===== src/rtl/pipe_hazard_ctrl.sv =====
// Hazard and sequencing controller for a 5-stage RISC-V pipeline: forwarding selects,
// stall/flush control, data-memory handshake with timeout, and saturating debug counters.
module pipe_hazard_ctrl #(
  parameter int MEM_TIMEOUT = 16,
  parameter int CNT_W       = 16
) (
  input  logic             i_clk,
  input  logic             i_rst,
  input  logic [4:0]       i_rs1_d,
  input  logic [4:0]       i_rs2_d,
  input  logic [4:0]       i_rs1_e,
  input  logic [4:0]       i_rs2_e,
  input  logic [4:0]       i_rd_e,
  input  logic [4:0]       i_rd_m,
  input  logic [4:0]       i_rd_w,
  input  logic             i_load_e,
  input  logic             i_reg_write_m,
  input  logic             i_reg_write_w,
  input  logic             i_pc_src_e,
  input  logic             i_mem_access_m,
  input  logic             i_dmem_ready,
  output logic [1:0]       o_forward_a_e,
  output logic [1:0]       o_forward_b_e,
  output logic             o_stall_f,
  output logic             o_stall_d,
  output logic             o_stall_e,
  output logic             o_stall_m,
  output logic             o_flush_d,
  output logic             o_flush_e,
  output logic             o_flush_w,
  output logic             o_dmem_req,
  output logic             o_err,
  output logic [CNT_W-1:0] o_stall_cnt,
  output logic [CNT_W-1:0] o_flush_cnt
);

  localparam int TW = $clog2(MEM_TIMEOUT);

  typedef enum logic [1:0] {RUN, MEM_WAIT, ERROR} state_t;

  state_t           r_state;
  logic [TW-1:0]    r_timeoutCnt;
  logic [CNT_W-1:0] r_stallCnt;
  logic [CNT_W-1:0] r_flushCnt;

  logic w_lwHz;
  logic w_memHold;
  logic w_branchFlush;

  // MEM result is younger than WB, so it takes priority when both match.
  always_comb begin
    o_forward_a_e = 2'b00;
    o_forward_b_e = 2'b00;
    if (i_reg_write_m && i_rd_m != 5'd0 && i_rd_m == i_rs1_e)
      o_forward_a_e = 2'b10;
    else if (i_reg_write_w && i_rd_w != 5'd0 && i_rd_w == i_rs1_e)
      o_forward_a_e = 2'b01;
    if (i_reg_write_m && i_rd_m != 5'd0 && i_rd_m == i_rs2_e)
      o_forward_b_e = 2'b10;
    else if (i_reg_write_w && i_rd_w != 5'd0 && i_rd_w == i_rs2_e)
      o_forward_b_e = 2'b01;
  end

  assign w_lwHz = i_load_e && i_rd_e != 5'd0 && (i_rd_e == i_rs1_d || i_rd_e == i_rs2_d);
  assign w_memHold = ((r_state == RUN) && i_mem_access_m && !i_dmem_ready) ||
                     ((r_state == MEM_WAIT) && !i_dmem_ready);
  assign w_branchFlush = !i_rst && (r_state != ERROR) && !w_memHold && i_pc_src_e;

  // A memory hold freezes everything, so branch and load-use are only acted on once released.
  always_comb begin
    o_stall_f  = 1'b0;
    o_stall_d  = 1'b0;
    o_stall_e  = 1'b0;
    o_stall_m  = 1'b0;
    o_flush_d  = 1'b0;
    o_flush_e  = 1'b0;
    o_flush_w  = 1'b0;
    o_dmem_req = 1'b0;
    if (i_rst) begin
      o_flush_d = 1'b1;
      o_flush_e = 1'b1;
      o_flush_w = 1'b1;
    end else if (r_state == ERROR) begin
      {o_stall_f, o_stall_d, o_stall_e, o_stall_m} = 4'b1111;
      o_flush_w = 1'b1;
    end else if (w_memHold) begin
      {o_stall_f, o_stall_d, o_stall_e, o_stall_m} = 4'b1111;
      o_flush_w  = 1'b1;
      o_dmem_req = i_mem_access_m;
    end else begin
      o_dmem_req = i_mem_access_m;
      if (i_pc_src_e) begin
        o_flush_d = 1'b1;
        o_flush_e = 1'b1;
      end else if (w_lwHz) begin
        o_stall_f = 1'b1;
        o_stall_d = 1'b1;
        o_flush_e = 1'b1;
      end
    end
  end

  always_ff @(posedge i_clk) begin
    if (i_rst) begin
      r_state      <= RUN;
      r_timeoutCnt <= '0;
      r_stallCnt   <= '0;
      r_flushCnt   <= '0;
    end else begin
      if (o_stall_f && r_stallCnt != '1)
        r_stallCnt <= r_stallCnt + 1'b1;
      if (w_branchFlush && r_flushCnt != '1)
        r_flushCnt <= r_flushCnt + 1'b1;
      case (r_state)
        RUN: begin
          if (i_mem_access_m && !i_dmem_ready) begin
            r_state      <= MEM_WAIT;
            r_timeoutCnt <= '0;
          end
        end
        MEM_WAIT: begin
          if (i_dmem_ready)
            r_state <= RUN;
          else if (r_timeoutCnt == TW'(MEM_TIMEOUT - 1))
            r_state <= ERROR;
          else
            r_timeoutCnt <= r_timeoutCnt + 1'b1;
        end
        ERROR:   r_state <= ERROR;
        default: r_state <= RUN;
      endcase
    end
  end

  assign o_err       = (r_state == ERROR);
  assign o_stall_cnt = r_stallCnt;
  assign o_flush_cnt = r_flushCnt;

endmodule


===== config.mk =====
export PLATFORM = sky130hd
export DESIGN_NAME = pipe_hazard_ctrl
export DESIGN_NICKNAME = d
export VERILOG_FILES = /design/src/rtl/pipe_hazard_ctrl.sv
export SDC_FILE = /design/constraint.sdc
export NUM_CORES = 1
export LEC_CHECK = 0
export BUFFER_PORTS_ARGS = -buffer_cell sky130_fd_sc_hd__buf_4
export CORE_MARGIN = 5
export CORE_UTILIZATION = 50
export DETAILED_ROUTE_END_ITERATION = 10
export MAX_ROUTING_LAYER = met4
export PLACE_DENSITY = 0.81
export SLEW_MARGIN = 20
export SYNTH_ARGS = -nofsm -noshare
export SYNTH_HDL_FRONTEND = slang
export SYNTH_SLANG_ARGS = --single-unit

===== constraint.sdc =====
create_clock -name i_clk -period 2.8 [get_ports i_clk]
set_input_delay 0.28 -clock i_clk [delete_from_list [all_inputs] [get_ports i_clk]]
set_output_delay 0.28 -clock i_clk [all_outputs]
set_load 0.01 [all_outputs]

# --- Word level (Yosys, flattened, before mapping) ---
# Cells that the tools add are included.
op_classes:
  n_eq_ne: 16
  reduce_logical: 29
  mux: 31
  n_addsub: 3
ops:
  columns: ["cell", "count"]
  rows:
  - ["adder 16 x 1 -> 16 bit (second input constant)", 2]
  - ["inequality test 16 bit (second input constant)", 2]
  - ["== test 5 bit", 6]
  - ["2-to-1 mux 1 bit", 21]
  - ["logical AND 1 bit", 17]
  - ["nonzero test 5 bit", 3]
  - ["2-to-1 mux 4 bit", 3]
  - ["2-to-1 mux 2 bit", 5]
  - ["case mux 4 bit (2 select lines)", 1]
  - ["inequality test 2 bit (second input constant)", 3]
  - ["case mux 2 bit (3 select lines)", 1]
  - ["adder 4 x 1 -> 4 bit (second input constant)", 1]
  - ["== test 4 bit (second input constant)", 1]
  - ["AND reduction 4 bit", 1]
  - ["zero test 1 bit", 3]
  - ["inequality test 3 x 2 -> 1 bit (second input constant)", 1]
  - ["== test 2 x 1 -> 1 bit (second input constant)", 1]
  - ["== test 2 bit (second input constant)", 1]
  - ["zero test 2 bit", 1]
  - ["logical OR 1 bit", 2]
  - ["inequality test 2 x 1 -> 1 bit (second input constant)", 1]
  - ["AND reduction 2 bit", 1]
  - ["nonzero test 2 bit", 1]
word_totals:
  elab_cells: 83
  output_inout_bits: 45
  input_bits: 43
  ff_bits: 38

# --- Depth between registers and ports, before layout ---
depth:
  depth_word: 9
  depth_mapped: 8
  depth_no_buf: 7

# --- Worst setup path before layout ---
# OpenSTA, ideal clock, no wires.
synth_path:
  path_type: "register -> register"
  start: "register r_stallCnt[0], in the netlist o_stall_cnt[0]"
  end: "register r_stallCnt[13], in the netlist o_stall_cnt[13]"
  path_stages_with_launch: 8
  setup_slack_ns: 0.767
  arrival_time_ns: 1.912
  cell_sequence: "dfxtp_1 > ha_1 > nand2_1 > nor2_1 > and3_4 > or3_4 > nor4b_2 > mux2_4"
synth_via:
  elab_chain_len: 2
  word_cells_on_any_way: 3
  classes_between: "add/sub (1); eq/ne (1); reduce/logical (1)"
synth_rtl:
  columns: ["item", "line_no", "text"]
  rows:
  - ["from (decl)", "43", "logic [CNT_W-1:0] r_stallCnt;"]
  - ["from (signal assigned)", "111", "r_stallCnt <= r_stallCnt + 1'b1;"]
  - ["branches (longest 2 deep; another with adder 16 x 1 -> 16 bit)", null, null]
# Parallel ways; which one is timed is not known.
# A chain may end at the register's enable or synchronous reset.

# --- Worst setup path in the final report ---
layout_path:
  start: "register r_stallCnt[0], in the netlist o_stall_cnt[0]"
  end: "register r_stallCnt[5], in the netlist o_stall_cnt[5]"
# The elaborated chain is that of the path after synthesis.

==> impl_metrics.yaml <==
worst_setup_path:
  critPathCaptureType: "flip-flop"
  worst_ep_arrival_time_ns: 2.44
  crit_fanout: 15
  path_class: "reg2reg"
  start_kind: "flip-flop"
  cp_data_required_time_ns: 2.98
floorplanning:
  core_area_mm2: 0.00469
  placementRows: 25
  design.die.area_mm2: 0.00627
  start_util_pct: 51.0
  dieWidth_um: 79.2
  io-pin-count: 88
  die_h_um: 79.2
timing:
  worst_pin_slew_ns: 0.521
  fmax_ghz: 0.442
  timing.hold.ws_ns: 0.289
  period_share_pct: 80.9
  grt_setup_unrepaired: "no"
  maxSlewHeadroom_pct: 65.3
  min_period_ns: 2.26
  fin_tns_setup_ns: 0
  hold_violations: 0
  finalClockSkew_ns: 0.00743
  report.final.setup_viol: 0
  fin_ws_ns: 0.536
  slew_viol_final: 0
global_routing:
  grt_first_pass_wirelength_um: 10100
  grt_overflow: 0
  antenna_found_initial: 0
  track_usage_pct: 20.2
  grt_pass1_vias: 2224
  grt_max_degree: 39
synth:
  synth_edf_count: 0
  synth-seq-cells: 38
  syn_area_per_cell_um2: 8.71
  synthArstFlopShare_pct: 0
  ys.flop_type: "dfxtp_1"
  synth_nets: 321
  ys_warn_count: 0
  synthCells: 275
  ys_types: 53
  seq_area_frac_synth_pct: 31.8
  syn_area_mm2: 0.00239
finish:
  nets: 408
  multi_input_area_mm2: 0.00155
  final_area_mm2: 0.00315
  ff_latch_area_um2: 761
  fill_cells: 415
  antenna_cells: 0
  fin_cells: 416
  drive_gt1_share_pct: 32.3
  areaGrowthSynthToFinish_pct: 31.7
cts:
  cts.sinks: 38
  htree_levels: 2
  postCtsSetupBuffers: 0
  cts_buffers: 5
  root_buffer: "clkbuf_8"
  clockBufferDepth: 2
  cts_tree: "built"
  ctsHoldBuffers: 0
  clk_pin_slew_worst_paths_ns: 0.07
  clock_latency_ns: 0.29
  cts_resized: 0
detailed_routing:
  routedWlPerCell_um: 14.3
  drt_iter0_drc: 130
  via_count: 2271
  dr.pass1.iters: 4
  viasPerCell: 5.46
  routed_wl_um: 5960
  drc: 0
  ant_nets: 0
placement:
  dp_hpwl_um: 4700
  portBuffers: 87
  dp_cells: 409
  dpl_cell_area_mm2: 0.00308
  gp_congestion: 0.888
  dp_slack_ns: 0.596
job:
  cap_viol_max_count: 0
power_and_ir_drop:
  swShare_pct: 26.6
  ir_worst_vdd_uv: 276
  p_int_mw: 0.824
  p_switching_mw: 0.298
  leakagePower_nw: 1.27
  pwr-share-seq_pct: 49.3
  comb_power_share_pct: 19.3
  p_per_area_mw_per_mm2: 356
  power_frac_clock_pct: 31.4
min_path:
  hp-class: "in2reg"
outcome:
  run_status: "finished, final reports clean"
==> registers in the layout, indices dropped and copies added (netlist names) <==
signal and count:
r_timeoutCnt 4, o_stall_cnt 16, o_flush_cnt 16, r_state 2
==> cells in the mapped netlist (2+ instances only) <==
library cell,count,area (µm²)
inv_1,4,15.0
and3_1,4,25.0
o41ai_1,2,17.5
o311ai_1,2,17.5
ha_1,3,37.5
nand3_1,18,90.1
mux2i_1,2,20.0
buf_4,2,15.0
nor2_1,33,124
dfxtp_1,38,761
buf_1,2,7.51
clkbuf_1,3,11.3
xnor2_1,22,193
mux2_4,5,75.1
a21oi_1,9,45.0
nor3_1,2,10.0
or4_1,9,67.6
nor3b_1,2,15.0
nand2b_1,3,18.8
nor2b_1,5,31.3
nand4_1,10,62.6
nor4_1,7,43.8
buf_6,2,22.5
o21ai_0,7,35.0
o31ai_1,4,30.0
o21ai_1,4,20.0
or3_1,3,18.8
nor4_2,2,25.0
xor2_1,24,210
nand2_1,19,71.3
==> critical path, stage by stage, from the launching register on <==
cell and delay (ns):
dfxtp_1 0.41, ha_1 0.22, nand2_1 0.08, nor2_1 0.28
and3_4 0.26, nand2b_1 0.43, nor4_1 0.14, mux2_4 0.31
==> metrics by stage <==
stage / util, % / power [mW]
3_5_place_dp: 65.6 / 0.783
2_1_floorplan: - / 0.686
5_1_grt: 67.2 / 1.17
6_report: 67.2 / 1.12
4_1_cts: 67.2 / 1.13
3_3_place_gp: 65.6 / 0.778
==> kinds of logic after synthesis <==
| logic type | share of synthesized area (%) |
|---|---|
| adders and majority gates | 1.57 |
| and+or+nand+nor | 29.6 |
| buffers and inverters | 3.34 |
| DFF | 31.8 |
| xor gates and xnor gates | 16.8 |
| AOI/OAI and AO/OA | 12.4 |
| muxes | 4.44 |
==> power by group through the flow <==
stage	Combinational [mW]	Clock, mW	Sequential, mW
final	0.217	0.352	0.554
after global routing	0.238	0.381	0.555
after CTS	0.218	0.360	0.553
after detailed placement	0.217	0	0.566
after global placement	0.213	0	0.565
after floorplan	0.120	0	0.566
==> area by class of cell <==
class,instances,share of cell area [%]
multi-input combinational,222,49.3
sequential,38,24.1
tap,54,2.14
timing repair buffer,90,21.4
inverter,5,0.595
clock buffer,7,2.42
==> layout by cell type (no fill, tap or decap), types with 2 or more instances in the layout <==
master and instances:
o21ai_1 4, and3_1 4, inv_1 4, nand3_1 18, dfxtp_1 38, nand2_1 19
clkbuf_1 2, nor3_1 2, nor4_1 7, ha_1 3, clkbuf_8 5, o21ai_0 7
nand2b_1 3, o31ai_1 4, xor2_1 24, nor2b_1 5, o41ai_1 2, o311ai_1 2
nand4_1 10, nor4_2 2, a21oi_1 9, mux2_4 5, or4_1 9, nor3b_1 2
buf_4 90, mux2i_1 2, or3_1 3, xnor2_1 22, nor2_1 33
==> layer usage <==
layer,track usage [%],part of all wire [%],vias up
met2,33.6,51,51
met5,-,0,-
li1,-,-,1157
met1,25.3,44,1055
met3,3.17,4.2,8
met4,6.36,1.4,0
==> path summary, 6_finish.rpt <==
path	startpoint	end	slack, ns	cells after the start
setup / recovery	o_stall_cnt[0]	o_stall_cnt[5]	0.54	7
hold / removal	i_dmem_ready	r_state[1]	0.29	3
setup reg to reg	o_stall_cnt[0]	o_stall_cnt[5]	0.54	7
hold reg to reg	r_timeoutCnt[3]	r_timeoutCnt[3]	0.50	2
Note: power is estimated with default switching activity, not from simulation.
